===== src/rtl/mc_pkg.sv =====
// Shared microcontroller definitions: opcodes, execution unit indices, fault codes
// and the sequencer state encoding.
package mc_pkg;

    localparam logic [3:0] OP_NOP     = 4'h0;
    localparam logic [3:0] OP_ALUI_A  = 4'h1;
    localparam logic [3:0] OP_ALUI_B  = 4'h2;
    localparam logic [3:0] OP_ALU_ADD = 4'h3;
    localparam logic [3:0] OP_ALU_SUB = 4'h4;
    localparam logic [3:0] OP_ALU_AND = 4'h5;
    localparam logic [3:0] OP_ALU_OR  = 4'h6;
    localparam logic [3:0] OP_MOV     = 4'h7;
    localparam logic [3:0] OP_LDI     = 4'h8;
    localparam logic [3:0] OP_HALT    = 4'hF;

    localparam int U_ALUI = 0;
    localparam int U_ALU  = 1;
    localparam int U_MOV  = 2;
    localparam int U_LDI  = 3;

    typedef enum logic [1:0] {
        FC_NONE     = 2'b00,
        FC_ILLEGAL  = 2'b01,
        FC_TIMEOUT  = 2'b10,
        FC_SPURIOUS = 2'b11
    } fault_code_e;

    typedef enum logic [2:0] {
        S_IDLE,
        S_FETCH,
        S_DECODE,
        S_DISPATCH,
        S_WAIT,
        S_RETIRE,
        S_HALT,
        S_FAULT
    } state_e;

endpackage


===== src/rtl/op_decode.sv =====
// Combinational opcode qualifier, shared by the sequencer and the execution FSMs.
module op_decode
    import mc_pkg::*;
(
    input  logic [3:0] opcode,
    output logic [3:0] unit_oh,
    output logic       is_nop,
    output logic       is_halt,
    output logic       is_illegal
);

    always_comb begin
        unit_oh    = 4'b0000;
        is_nop     = 1'b0;
        is_halt    = 1'b0;
        is_illegal = 1'b0;
        case (opcode)
            OP_NOP:                                        is_nop = 1'b1;
            OP_ALUI_A, OP_ALUI_B:                          unit_oh[U_ALUI] = 1'b1;
            OP_ALU_ADD, OP_ALU_SUB, OP_ALU_AND, OP_ALU_OR: unit_oh[U_ALU] = 1'b1;
            OP_MOV:                                        unit_oh[U_MOV] = 1'b1;
            OP_LDI:                                        unit_oh[U_LDI] = 1'b1;
            OP_HALT:                                       is_halt = 1'b1;
            default:                                       is_illegal = 1'b1;
        endcase
    end

endmodule


===== src/rtl/instr_seq_ctrl.sv =====
// Instruction sequencer: fetch, decode, dispatch to one execution FSM, wait, retire.
// Optional SINGLE_STEP_EN adds a `step` input that runs one instruction per rising edge.
//
// state    | meaning
// IDLE     | quiet, waiting for run (or a step edge)
// FETCH    | instr_req high until instr_valid
// DECODE   | opcode classified from the latched word
// DISPATCH | one-cycle exec_start pulse to the selected unit
// WAIT     | watchdog running, waiting for the unit's done
// RETIRE   | count the instruction, clear the bus
// HALT     | halted until run drops
// FAULT    | sticky fault until run goes 0 then 1
module instr_seq_ctrl
    import mc_pkg::*;
#(
    parameter int WDOG_CYCLES = 32,
    parameter int CNT_W       = 16
) (
    input  logic             clk,
    input  logic             rst,
    input  logic             run,
`ifdef SINGLE_STEP_EN
    input  logic             step,
`endif
    input  logic             instr_valid,
    input  logic [15:0]      instr_word,
    output logic             instr_req,
    output logic [15:0]      fullBitNum,
    output logic [3:0]       exec_start,
    input  logic [3:0]       exec_done,
    output logic             busy,
    output logic             halted,
    output logic             fault,
    output logic [1:0]       fault_code,
    output logic [CNT_W-1:0] retired_cnt
);

    state_e            state_q, state_d;
    logic [15:0]       instr_q, instr_d;
    logic [7:0]        wdog_q, wdog_d;
    logic [CNT_W-1:0]  retired_q, retired_d;
    fault_code_e       fault_code_q, fault_code_d;
    logic              fault_q, fault_d;
    logic              run_low_q, run_low_d;
    logic              step_mode_q, step_mode_d;
    logic              instr_req_q, instr_req_d;
    logic [3:0]        exec_start_q, exec_start_d;
    logic              busy_q, busy_d;
    logic              halted_q, halted_d;
    logic              step_rise;

    logic [3:0] unit_oh;
    logic       is_nop, is_halt, is_illegal;

    op_decode u_op_decode (
        .opcode     (instr_q[15:12]),
        .unit_oh    (unit_oh),
        .is_nop     (is_nop),
        .is_halt    (is_halt),
        .is_illegal (is_illegal)
    );

`ifdef SINGLE_STEP_EN
    logic step_prev_q;

    always_ff @(posedge clk or negedge rst) begin
        if (!rst) step_prev_q <= 1'b0;
        else      step_prev_q <= step;
    end

    assign step_rise = step & ~step_prev_q;
`else
    assign step_rise = 1'b0;
`endif

    always_comb begin
        state_d      = state_q;
        instr_d      = instr_q;
        wdog_d       = wdog_q;
        retired_d    = retired_q;
        fault_code_d = fault_code_q;
        run_low_d    = run_low_q;
        step_mode_d  = step_mode_q;

        case (state_q)
            S_IDLE: begin
                if (run) begin
                    state_d = S_FETCH;
                end else if (step_rise) begin
                    state_d     = S_FETCH;
                    step_mode_d = 1'b1;
                end
            end
            S_FETCH: begin
                if (!run && !step_mode_q) begin
                    state_d = S_IDLE;
                end else if (instr_valid) begin
                    instr_d = instr_word;
                    state_d = S_DECODE;
                end
            end
            S_DECODE: begin
                if (is_nop) begin
                    state_d = S_RETIRE;
                end else if (is_halt) begin
                    state_d = S_HALT;
                end else if (is_illegal) begin
                    state_d      = S_FAULT;
                    fault_code_d = FC_ILLEGAL;
                end else begin
                    state_d = S_DISPATCH;
                end
            end
            S_DISPATCH: begin
                // The start cycle is watchdog cycle 1, so the count equals cycles since start.
                wdog_d  = 8'd1;
                state_d = S_WAIT;
            end
            S_WAIT: begin
                wdog_d = wdog_q + 8'd1;
                if (|(exec_done & unit_oh)) begin
                    state_d = S_RETIRE;
                end else if (|(exec_done & ~unit_oh)) begin
                    state_d      = S_FAULT;
                    fault_code_d = FC_SPURIOUS;
                end else if (wdog_d == 8'(WDOG_CYCLES)) begin
                    state_d      = S_FAULT;
                    fault_code_d = FC_TIMEOUT;
                end
            end
            S_RETIRE: begin
                if (run && !step_mode_q) state_d = S_FETCH;
                else                     state_d = S_IDLE;
            end
            S_HALT: begin
                if (!run) state_d = S_IDLE;
            end
            S_FAULT: begin
                if (!run) begin
                    run_low_d = 1'b1;
                end else if (run_low_q) begin
                    state_d      = S_FETCH;
                    fault_code_d = FC_NONE;
                end
            end
            default: state_d = S_IDLE;
        endcase

        if (state_d == S_RETIRE || state_d == S_HALT || state_d == S_FAULT) instr_d = 16'h0000;
        if (state_d == S_RETIRE) retired_d = retired_q + 1'b1;
        if (state_d != S_FAULT) run_low_d = 1'b0;
        if (state_d == S_IDLE || state_d == S_HALT || state_d == S_FAULT) step_mode_d = 1'b0;

        fault_d      = (state_d == S_FAULT);
        instr_req_d  = (state_d == S_FETCH);
        halted_d     = (state_d == S_HALT);
        busy_d       = (state_d == S_FETCH) || (state_d == S_DECODE) || (state_d == S_DISPATCH) ||
                       (state_d == S_WAIT)  || (state_d == S_RETIRE);
        exec_start_d = (state_d == S_DISPATCH) ? unit_oh : 4'b0000;
    end

    always_ff @(posedge clk or negedge rst) begin
        if (!rst) begin
            state_q      <= S_IDLE;
            instr_q      <= 16'h0000;
            wdog_q       <= 8'd0;
            retired_q    <= '0;
            fault_code_q <= FC_NONE;
            fault_q      <= 1'b0;
            run_low_q    <= 1'b0;
            step_mode_q  <= 1'b0;
            instr_req_q  <= 1'b0;
            exec_start_q <= 4'b0000;
            busy_q       <= 1'b0;
            halted_q     <= 1'b0;
        end else begin
            state_q      <= state_d;
            instr_q      <= instr_d;
            wdog_q       <= wdog_d;
            retired_q    <= retired_d;
            fault_code_q <= fault_code_d;
            fault_q      <= fault_d;
            run_low_q    <= run_low_d;
            step_mode_q  <= step_mode_d;
            instr_req_q  <= instr_req_d;
            exec_start_q <= exec_start_d;
            busy_q       <= busy_d;
            halted_q     <= halted_d;
        end
    end

    assign instr_req   = instr_req_q;
    assign fullBitNum  = instr_q;
    assign exec_start  = exec_start_q;
    assign busy        = busy_q;
    assign halted      = halted_q;
    assign fault       = fault_q;
    assign fault_code  = fault_code_q;
    assign retired_cnt = retired_q;

endmodule


===== config.mk =====
export PLATFORM = sky130hd
export DESIGN_NAME = instr_seq_ctrl
export DESIGN_NICKNAME = d
export VERILOG_FILES = /design/src/rtl/mc_pkg.sv /design/src/rtl/op_decode.sv /design/src/rtl/instr_seq_ctrl.sv
export SDC_FILE = /design/constraint.sdc
export NUM_CORES = 1
export LEC_CHECK = 0
export BUFFER_PORTS_ARGS = -buffer_cell sky130_fd_sc_hd__buf_2
export CAP_MARGIN = 20
export CORE_UTILIZATION = 45
export CTS_CLUSTER_SIZE = 30
export DETAILED_ROUTE_END_ITERATION = 10
export GPL_TIMING_DRIVEN = 0
export PLACE_DENSITY = 0.78
export SETUP_SLACK_MARGIN = 0.5
export SLEW_MARGIN = 15
export SYNTH_ARGS = -nofsm -noshare
export SYNTH_HDL_FRONTEND = slang
export SYNTH_HIERARCHICAL = 1
export SYNTH_SLANG_ARGS = --single-unit

===== constraint.sdc =====
create_clock -name clk -period 2.3 [get_ports clk]
set_clock_uncertainty 0.1 [all_clocks]
set_input_delay 0.46 -clock clk [delete_from_list [all_inputs] [get_ports clk]]
set_output_delay 0.46 -clock clk [all_outputs]
set_load 0.05 [all_outputs]

After elaboration in Yosys (flattened, before gate mapping)

Cells that the tools add are included.

Register bits after elaboration: 54
Input port bits: 24
Output and inout port bits: 42
Logic and storage cells: 110

$add $sub $neg: 2
Equality and inequality tests: 34
Muxes and demuxes: 38
Bitwise logic cells: 3
Reduce and logical (&&, ||, !) cells: 22

Operators with widths:

| cell                                                                  | number |
|---|---|
| 16-bit two-way mux                                                    | 4 |
| 3-bit two-way mux                                                     | 12 |
| 3-bit equality test, second input constant                            | 8 |
| 3-bit one-hot mux with 8 select lines                                 | 1 |
| 16-bit by 1-bit adder with 16-bit output, second input constant       | 1 |
| 4-bit by 3-bit equality test with 1-bit output, second input constant | 4 |
| 2-bit two-way mux                                                     | 8 |
| 8-bit one-hot mux with 2 select lines                                 | 1 |
| 3-bit by 2-bit equality test with 1-bit output, second input constant | 4 |
| 2-bit inequality test, second input constant                          | 6 |
| 4-bit OR reduction                                                    | 3 |
| 1-bit two-way mux                                                     | 10 |
| 10-bit OR reduction                                                   | 1 |
| 8-bit by 1-bit adder with 8-bit output, second input constant         | 1 |
| 4-bit AND                                                             | 2 |
| 4-bit by 2-bit equality test with 1-bit output, second input constant | 2 |
| 4-bit equality test, second input constant                            | 2 |
| 8-bit by 6-bit equality test with 1-bit output, second input constant | 1 |
| 8-bit AND reduction                                                   | 1 |
| 2-bit nonzero test                                                    | 4 |
| 3-bit by 1-bit equality test with 1-bit output, second input constant | 2 |
| 1-bit logical OR                                                      | 6 |
| 3-bit inequality test, second input constant                          | 2 |
| 2-bit one-hot mux with 3 select lines                                 | 1 |
| 11 further kinds                                                      | 12 |

Logic depth before layout (Yosys ltp)

Gate-level depths: netlist (run 1).

Depth in word-level cells: 14
Depth in mapped cells: 11
Depth with buffers taken out: 9

Modules after synthesis

The synthesis (run 1) kept the hierarchy.

Modules (own cells, without submodules):

| module         | times used | cells an instance | area each (um2) | sequential area each (um2) |
|---|---|---|---|---|
| instr_seq_ctrl | 1          | 284               | 2746.4          | 1351.3 |
| op_decode      | 1          | 14                | 80.1            | 0.0 |

Worst setup path after synthesis (run 1)

OpenSTA, ideal clock, no wires.

Path kind: register -> register
Start point: register instr_q[13] (netlist: fullBitNum[13])
End point: register retired_q[15] (netlist: retired_cnt[15])
Setup time: 0.143 ns
Arrival time: 2.483 ns
Data required time: 2.057 ns
Path slack: -0.426 ns
Stages on the path, launching flop included: 11
Buffers on the path: 1
Period minus slack after synthesis: 2.726 ns
Cell sequence: dfrtp_1 > or3_4 > and3_1 > o41ai_1 > nor2_1 > a31oi_1 > buf_4 > inv_2 > nand4_4 > nor4_1 > xor2_1

Longest elaborated chain between the ends: 10
Elaborated cells on any way between the ends: 31
Those cells by class: eq/ne: 10; mux: 12; bitwise: 3; reduce/logical: 6

RTL lines:

| item                                                                         | RTL line              | RTL |
|---|---|---|
| start, declared                                                              | instr_seq_ctrl.sv:39  | `logic [15:0] instr_q, instr_d;` |
| start signal, assigned                                                       | instr_seq_ctrl.sv:178 | `instr_q <= instr_d;` |
| 4-bit by 2-bit equality test with 1-bit output, or another cell as far along | op_decode.sv:17       | `case (opcode)` |
| 4-bit OR reduction / 2-bit OR reduction (equally long branches)              | n/a                   |  |
| 1-bit two-way mux                                                            | op_decode.sv:17       |  |
| 4-bit NOT                                                                    | instr_seq_ctrl.sv:123 | `end else if (\|(exec_done & ~unit_oh)) begin` |
| 4-bit AND                                                                    | instr_seq_ctrl.sv:123 |  |
| 4-bit OR reduction                                                           | instr_seq_ctrl.sv:123 |  |
| 3-bit two-way mux                                                            | instr_seq_ctrl.sv:123 |  |
| 3-bit two-way mux                                                            | instr_seq_ctrl.sv:121 | `if (\|(exec_done & unit_oh)) begin` |
| 3-bit one-hot mux with 8 select lines (*)                                    | instr_seq_ctrl.sv:85  | `case (state_q)` |
| named net state_d[2]                                                         | instr_seq_ctrl.sv:38  | `state_e state_q, state_d;` |
| 3-bit equality test (*)                                                      | instr_seq_ctrl.sv:150 | `if (state_d == S_RETIRE) retired_d = retired_q + 1'b1;` |
| end signal, assigned                                                         | instr_seq_ctrl.sv:180 | `retired_q <= retired_d;` |
| end, declared                                                                | instr_seq_ctrl.sv:41  | `logic [CNT_W-1:0] retired_q, retired_d;` |

The timed path passes the listed nets; every way through them passes the cells marked *.
A chain may end at the register's enable or synchronous reset.

Worst setup path in the final report (run 1)

Start point: register instr_q[14] (netlist: fullBitNum[14])
End point: register retired_q[13] (netlist: retired_cnt[13])

Longest elaborated chain between the ends: 10
Elaborated cells on any way between the ends: 31
Those cells by class: eq/ne: 10; mux: 12; bitwise: 3; reduce/logical: 6

RTL lines:

| item                                                                                                                    | RTL line              | RTL |
|---|---|---|
| 4-bit by 2-bit equality test with 1-bit output / 4-bit by 3-bit equality test with 1-bit output (equally long branches) | op_decode.sv:17       |  |
| 4-bit OR reduction (*)                                                                                                  | n/a                   |  |
| 1-bit two-way mux (*)                                                                                                   | op_decode.sv:17       |  |
| named net unit_oh[1]                                                                                                    | instr_seq_ctrl.sv:52  | `logic [3:0] unit_oh;` |
| 4-bit NOT                                                                                                               | instr_seq_ctrl.sv:123 |  |
| 4-bit AND                                                                                                               | instr_seq_ctrl.sv:123 |  |
| 4-bit OR reduction                                                                                                      | instr_seq_ctrl.sv:123 |  |
| 3-bit two-way mux                                                                                                       | instr_seq_ctrl.sv:123 |  |
| 3-bit two-way mux (*)                                                                                                   | instr_seq_ctrl.sv:121 |  |
| 3-bit one-hot mux with 8 select lines (*)                                                                               | instr_seq_ctrl.sv:85  |  |
| named net state_d[1]                                                                                                    | instr_seq_ctrl.sv:38  |  |
| 3-bit equality test (*)                                                                                                 | instr_seq_ctrl.sv:150 |  |

Marked as above.

==> results.txt, run 1 <==
In the routed design, unresolved DRC markers number 0. The clock-pin transition on the worst setup and hold timing paths is 110 ps. The root buffer cell chosen for the clock tree is clkbuf_8.

Fill cells in the final layout number 437. The clock reaches the later pin of the worst-skew pair after 310 ps. The die footprint came out at 6602 µm². The logs give 424 for the number of nets in the layout and 2,617 for the count of vias placed by the detailed router. The congestion estimate from routability-driven global placement came to 0.8643. For the row count, the log shows 28.

Sum of buffers and inverters on the critical path: 3. The first TritonRoute pass finished after 4 iterations. The tools report the worst hold slack across all endpoints as 0.6820 ps. TritonCTS built the clock tree.

The critical path endpoint category was a register. Entering global routing, the biggest net connects 36 pins. The signal on the critical path passes through or2_4 > mux2i_2 > nand2b_4 > o2111ai_4 > a21oi_2 > a22o_1 > buf_6 > inv_8 > buf_12 > nor4_2 > xor2_1. The slew at the pin with the worst max-slew slack is 635.5 ps, and the cell depth of the worst flop-to-flop path is 11. Summed over all nets, the half-perimeter wirelength after detailed placement is 4789 µm. The netlist uses 53 different library cells. The tools report the first-pass GRT wire length as 12,240 µm. The maximum fanout encountered on the critical timing path is 6, and the initial detailed-routing violation count is 119. The cell count after synthesis came out at 298.

Using the TritonRoute via totals, the vias-per-cell ratio works out to 5.521. In the post-synthesis netlist, the cell with the most instances is nand2_1. STA puts the critical path data required time at 2430 ps. The overflow left after global routing came out at 0. The critical path runs through a total of 11 cells. The tools report the leakage power total as 1.863 nW.

Yosys mapped a number of flops with a built-in enable equal to 0. 0 antenna diodes ended up in the layout. The run gives 57.30% as the tightest slew margin relative to the limit.

In this run the cell area measured after placement is 3348 µm². The run gives 0 as the max-slew violation count. The overall global routing resource usage is 24.35%, and the final standard cell count with taps included and fillers excluded is 474. The die is 81.25 µm wide.

The tightest min-delay check is of the primary input to async pin type. The number of global-route vias before repair was 2,561; the portion of synthesized cell area occupied by the leading cell type was 47.81%. For this run, the number of Yosys warnings is 6. The number of failing hold endpoints at the final stage was 0; the slack of the critical path was -268.0 ps. The run gives 8056 µm as the final wirelength.

In the post-synthesis netlist, the biggest area contributors are dfrtp_1 (48%), nand2_1 (7.4%), a21oi_1 (5.0%). Once the floorplan was initialized, standard cells occupied 47.18% of the core. The final sum of negative setup slack is -6085 ps. The clock passes through at most 2 buffers.

The die outline height was 81.25 µm. The endpoint arrival time on the critical path was 2700 ps. In this run the power density over the cells is 1493 nW/µm². The average instance area after synthesis came out at 9.485 µm². The slowest cell on the critical path is dfrtp_2. In this run the standard cell core region covers 5991 µm².

The initial antenna violation count was 0; the count of endpoints failing setup in the final report was 40. Across all register-to-register paths, the minimum setup slack is -270 ps. The number of nets still failing antenna checks after routing was 0.

The fraction of layout instances using a drive strength above 1 was 49.12%; the stage delay of the slowest cell on the critical path was 450 ps. The worst setup path is of the register to register kind. The I/O pin total is 66, and the count of maximum capacitance violations is 0. The async set-reset flop share out of synthesis came out at 100.0%. Total of buffers placed on input and output ports: 65. The checks that failed: setup timing. For the cell area after technology mapping, the log shows 2826 µm². The sequential element share of the synthesized area is 47.81%, and the fraction of the cycle the final worst path needs is 111.7%. Counting tap cells, the placed design contains a total of 439 instances.

The flow ran to the end, but the final reports show violations. The final core utilization was 68.53%; the per-cell routed wire length was 17.00 µm. Setup repair after global routing could not meet its margin everywhere. The logs give 5 for the number of buffers created by CTS and 4105 µm² for the post-route cell area. Counting every sink on the clock net gives 54. The worst setup path is launched from a register. The primary flip-flop cell chosen by synthesis mapping is dfrtp_1.

dfrtp_1 takes more of the synthesized area than any other cell. Synthesis inferred 54 register bits. The kind of cell adding the most delay to the critical path is simple AND/OR/NAND/NOR gates. The maximum operating frequency is 389.4 MHz, and the worst-case vdd ir drop is 0.001079 V. The area growth from synthesis to layout is 45.24%. The tools report the H-tree depth reported by CTS as 2. The post-layout minimum cycle time is 2568 ps. The number of nets handed over by synthesis was 324. In the synthesized netlist, the cells that appear most often are nand2_1 (56), dfrtp_1 (54), a21oi_1 (28).
[state kept, by name, summed over array words and instances, names as in the netlist]
register	count
state_q	3
fault	1
busy	1
instr_req	1
fullBitNum	16
wdog_q	8
exec_start	4
fault_code	2
halted	1
retired_cnt	16
run_low_q	1
[cells in the final DEF, fill, tap and decap left out, types with 4 or more instances in the layout]
master and n:
buf_2 66, nand2b_1 5, a21oi_1 11, xor2_1 9, xnor2_1 5, nand3_4 4, a21oi_2 16, nor2_1 11
and3_4 5, xnor2_2 5, nor3_1 4, dfrtp_1 48, nand2_1 56, o21ai_2 5, clkbuf_8 5, o21ai_0 9
and3_1 6, dfrtp_2 6, buf_6 14, buf_12 4, inv_1 4, clkbuf_1 4, buf_4 16, nand4_1 6
[layout make-up]
class	count	area (µm²)	share of cell area, %
Buffer	14	135.1	3.292
Clock buffer	5	68.82	1.676
Clock inverter	3	26.28	0.6400
Inverter	8	42.54	1.036
Multi-Input combinational cell	222	1762	42.91
Sequential cell	54	1359	33.10
Tap cell	75	93.84	2.286
Timing Repair Buffer	93	618.1	15.06
[worst register-to-register path, stage by stage, from the launching register on]
cell and delay, ps:
dfrtp_2 450, or2_4 270, mux2i_2 190, nand2b_4 170, o2111ai_4 140, a21oi_2 180
a22o_1 180, buf_6 130, inv_8 50, buf_12 140, nor4_2 280, xor2_1 210
[worst paths after layout]
kind	startpoint	endpoint
worst max-delay path	fullBitNum[14]	retired_cnt[13]
worst min-delay path	rst	wdog_q[0]
worst max register to register	fullBitNum[14]	retired_cnt[13]
worst min register to register	fault_code[1]	fault_code[1]
max in group asynchronous	rst	state_q[1]
min in group clk	instr_word[4]	fullBitNum[4]
[power by group]
group | leakage, nW | internal (mW) | switching [mW] | total (mW)
sequential | 0.707 | 1.19 | 0.241 | 1.43
combinational | 1.11 | 1.62 | 2.51 | 4.13
clock | 0.0483 | 0.221 | 0.343 | 0.563
total | 1.86 | 3.04 | 3.09 | 6.13
[per-layer routing]
layer,routed length [µm],global-route usage [%],vias to the layer above
li1,-,-,1236
met1,3432,31.48,1276
met2,4033,38.99,80
met3,361,5.393,25
met4,228,10.71,0
met5,0,0,-
[per-stage QoR]
step                      power, mW  setup WS (ps)
after floorplan               3.522         -186.8
after global placement        4.081         -324.2
after detailed placement      4.141         -361.2
after CTS                     5.492         -169.2
after global routing          6.392         -369.8
final                         6.129         -268.0
[cell families (layout without fill, tap and decap cells)]
kind of cell | Yosys count | after routing | share of synthesized area, %
compound gates | 63 | 63 | 14.34
xor+xnor | 19 | 19 | 5.888
fa+ha+maj | 2 | 2 | 0.8852
buf+inv | 22 | 123 | 4.338
flops | 54 | 54 | 47.81
mux | 4 | 4 | 1.903
simple gates | 134 | 134 | 24.83
[timing repair]
item	4_1_cts	5_1_grt
endpoints found under the setup margin	49	51
hold buffers	0	0
gates cloned	1	0
hold endpoints to repair	0	0
gates resized for setup	53	42
setup buffers	18	8
pin swaps	16	14
Note: power is estimated with default switching activity, not from simulation.
==> run 2, diff against run 1 <==
SYNTH_HIERARCHICAL = default   (was 1)
==> results.txt, run 2 <==
The per-cell routed wire length was 17.24 µm. The core region is 6422 µm². The maximum operating frequency was 381.0 MHz. After global routing the overflow that remains totals 0. Registers are responsible for 23.1% of the overall power. The filler cells instantiated in the layout total 460. The run gives 2 as the buffer levels on the longest clock path. In this run the power spent charging and discharging nets is 2.879 mW. Slowest cell on the critical path: or4b_4.

After synthesis, the most frequently instantiated cells are dfrtp_1 (54), nand2_1 (51), nor2_1 (16), xor2_1 (16), nand3_1 (14). The slack of the critical path is -324.5 ps. Once the floorplan was initialized, standard cells occupied 47.11% of the core. By startpoint and endpoint, the worst setup path is classified as register to register. The die outline height was 84.00 µm; the DRC violation count after routing was 2. The count of inserted antenna diode cells is 0, and the portion of synthesized cell area occupied by the leading cell type is 44.67%. The first routing iteration left 169 violations. The endpoint identified for the worst register-to-register timing path is retired_cnt[1].

The checks that failed: DRC, setup timing. Traced cell by cell, the critical path runs through buf_6 > or4b_4 > a21oi_4 > o22ai_4 > buf_4 > o41ai_4 > buf_6 > inv_6 > nand3_4 > mux2_4. The run finished, with violations left.

Counting tap cells, the placed design contains a total of 451 instances. Number of nets still failing antenna checks after routing: 0. In this run the tool buffered the top-level ports with 65 buffer cells. The number of instances in the synthesized netlist was 309. Ranked by total cell area, the synthesized netlist is headed by dfrtp_1 (45%), nand2_1 (6.3%), xor2_1 (4.6%). The cell area that synthesis handed to floorplanning was 3025 µm². Relative to the synthesized area, the layout overhead comes to 40.57%. The average instance area after synthesis is 9.791 µm², and the clock sink count is 54. The number of cells on the worst reg-to-reg path is 10. The most common cell in the synthesized netlist is dfrtp_1. Clock-pin slew was measured on the worst setup and hold paths at 100 ps. In the final layout, the share of cells above drive strength 1 is 46.68%.

Net switching is 49.40% of the power. The logs give 0 for the initial antenna violation count and 2.948 mW for the internal portion of total power. The tools report the number of global-route vias before repair as 2,732.

Dominant cell type by count on the critical path: buf_6. Final standard cell count with taps included and fillers excluded: 484. The library cell used most frequently in the layout, excluding fill and tap cells, is buf_2. The tools report the wire length on met1 as 3405 µm. The top cell types in the final layout, fill and taps aside, are buf_2 (67), dfrtp_1 (50), nand2_1 (49). Primary flip-flop cell chosen by synthesis mapping: dfrtp_1.

The die footprint is 7055 µm², and the total power density per cell area is 1370 nW/µm². Summed over all nets, wire length on met3 after detailed routing comes to 426 µm. The final wirelength is 8344 µm.

After detailed routing, the number of vias per cell comes to 5.729. The congestion estimate from routability-driven global placement came to 0.8300. The fraction of the cycle the final worst path needs works out to 114.1%. TritonCTS built the clock tree. For the row count, the log shows 29.

At the pin with the least slew margin, the transition time is 698.7 ps. The startpoint identified for the worst register-to-register timing path is fullBitNum[12]. The clock tree synthesis step divided the H-tree into 2 levels.

The pre-antenna-repair detailed-routing pass consisted of 7 iterations. The run gives 0 as the max-slew violation count. The die boundary width was 84.00 µm; the worst path required time was 2400 ps. Across the VDD grid, the largest voltage drop is 0.001046 V.

Cell type with the highest aggregate area in the netlist: dfrtp_1. Among cell families on the critical path, the largest total delay comes from simple AND/OR/NAND/NOR gates. The pin count of the biggest net entering global routing was 55; the I/O pin total was 66. The sum of buffers and inverters on the critical path came out at 4. Summing all non-filler instances in the final layout gives an area of 4253 µm². The critical path endpoint category is a register. Sum of internal, switching and leakage power: 5.827 mW. The tree is rooted in a clkbuf_8. The synthesized design contains 54 register bits. The logs give 59 for the number of different library cells in the post-synthesis netlist and 44.67% for the sequential element share of the synthesized area.

Across every metal layer, demand over resource in global routing totals 23.52%. Per report_power, the combinational group accounts for 67.2% of the total. The worst hold path belongs to the class primary input to async pin. The logs give 1.912 nW for the leakage power total and 2730 ps for the endpoint arrival time on the critical path.

Setup violations remaining at the end of the flow were counted as 42. In the final design database the tool counted 432 nets. Clock tree synthesis inserted a total of 5 buffers. After detailed placement, the total cell area comes to 3531 µm².

The count of vias placed by the detailed router was 2,773. The count of maximum capacitance violations was 0; the post-synthesis net count was 335. For the worst-skew pair later-pin latency, the log shows 310 ps. Once detailed placement completed, the half-perimeter wirelength came to 4960 µm. The async set-reset flop share out of synthesis is 100.0%. Setup repair after global routing could not meet its margin everywhere. The critical path launch point type was a register. The highest layer touched by signal routing is met4.

The routed wire length on met2 was 4391 µm; the final sum of negative setup slack was -8885 ps. Headroom to the max-slew limit came out at 53.42%. Number of flops mapped to enable cells by yosys: 0.

The routed design could run at a clock period as short as 2625 ps. For flop-to-flop paths, the worst setup slack is -320 ps. The number of hold buffers added after cts was 0.

The maximum fanout encountered on the critical timing path was 8; the number of failing hold endpoints at the final stage was 0. The largest single stage delay on the critical path is 550 ps. The total number of yosys warnings is 0, and the clock power share is 9.7%. The tools report the first-pass GRT wire length as 13,250 µm. Cells fill 66.22% of the core in the end.
[run 2: cell count changes after synthesis, sizes merged, moves of 5 or more]
| cell | change |
|---|---|
| and3 | -7 |
| xnor2 | -8 |
| nand3 | +7 |
| nand2 | -5 |
| xor2 | +7 |
| nor3 | +6 |
[run 2: area by class of cell]
| cell class | instances | area (µm²) | area share, % |
|---|---|---|---|
| buffer | 20 | 200.2 | 4.707 |
| clock buffer | 7 | 86.33 | 2.030 |
| multi-input combinational | 230 | 1889 | 44.42 |
| timing repair buffer | 90 | 576.8 | 13.56 |
| tap | 77 | 96.34 | 2.265 |
| clock inverter | 1 | 8.758 | 0.2059 |
| inverter | 5 | 38.79 | 0.9120 |
| sequential | 54 | 1356 | 31.89 |
[run 2: cells by family after synthesis]
family / after synthesis / share of synthesized area [%]
flops: 54 / 44.67
compound gates: 65 / 16.87
fa+ha+maj: 2 / 0.8270
buf+inv: 25 / 4.673
simple gates: 142 / 26.68
xor+xnor: 18 / 5.211
mux: 3 / 1.075
[run 2: worst max path at each step]
| stage | slack [ps] | cells after the start | endpoint | startpoint |
|---|---|---|---|---|
| after floorplan | -440 | 8 | retired_cnt[1] | fullBitNum[14] |
| after global placement | -540 | 8 | retired_cnt[1] | exec_done[1] |
| after detailed placement | -570 | 8 | retired_cnt[1] | fullBitNum[14] |
| after CTS | -240 | 9 | retired_cnt[4] | fullBitNum[12] |
| after global routing | -370 | 10 | retired_cnt[1] | fullBitNum[12] |
| final | -320 | 10 | retired_cnt[1] | fullBitNum[12] |
[run 2: per-stage QoR]
step,hold slack (ps),worst slack [ps]
2_1_floorplan,64.41,-441.1
3_3_place_gp,353.6,-535.8
3_5_place_dp,363.2,-569.7
4_1_cts,120.0,-240.3
5_1_grt,150.9,-368.1
6_report,97.71,-324.5
[run 2: per-layer routing]
metal / vias to the layer above / GRT usage [%]
li1: 1302 / -
met1: 1376 / 30.02
met2: 81 / 40.54
met3: 14 / 3.858
met4: 0 / 7.837
met5: - / 0
[run 2: repair_timing]
action / 4_1_cts / 5_1_grt
cloned: 1 / 0
endpoints found under the hold margin: 0 / 0
endpoints found under the setup margin: 54 / 50
gates resized for setup: 54 / 32
buffers inserted: 15 / 9
pin swaps: 17 / 12
[run 2: power groups by stage]
| stage | Combinational [mW] | Sequential, mW | Clock (mW) |
|---|---|---|---|
| after floorplan | 1.52 | 1.93 | 0 |
| final | 3.91 | 1.35 | 0.564 |
| after detailed placement | 2.66 | 1.35 | 0 |
| after global routing | 4.11 | 1.38 | 0.611 |
| after global placement | 2.61 | 1.35 | 0 |
| after CTS | 3.44 | 1.34 | 0.573 |
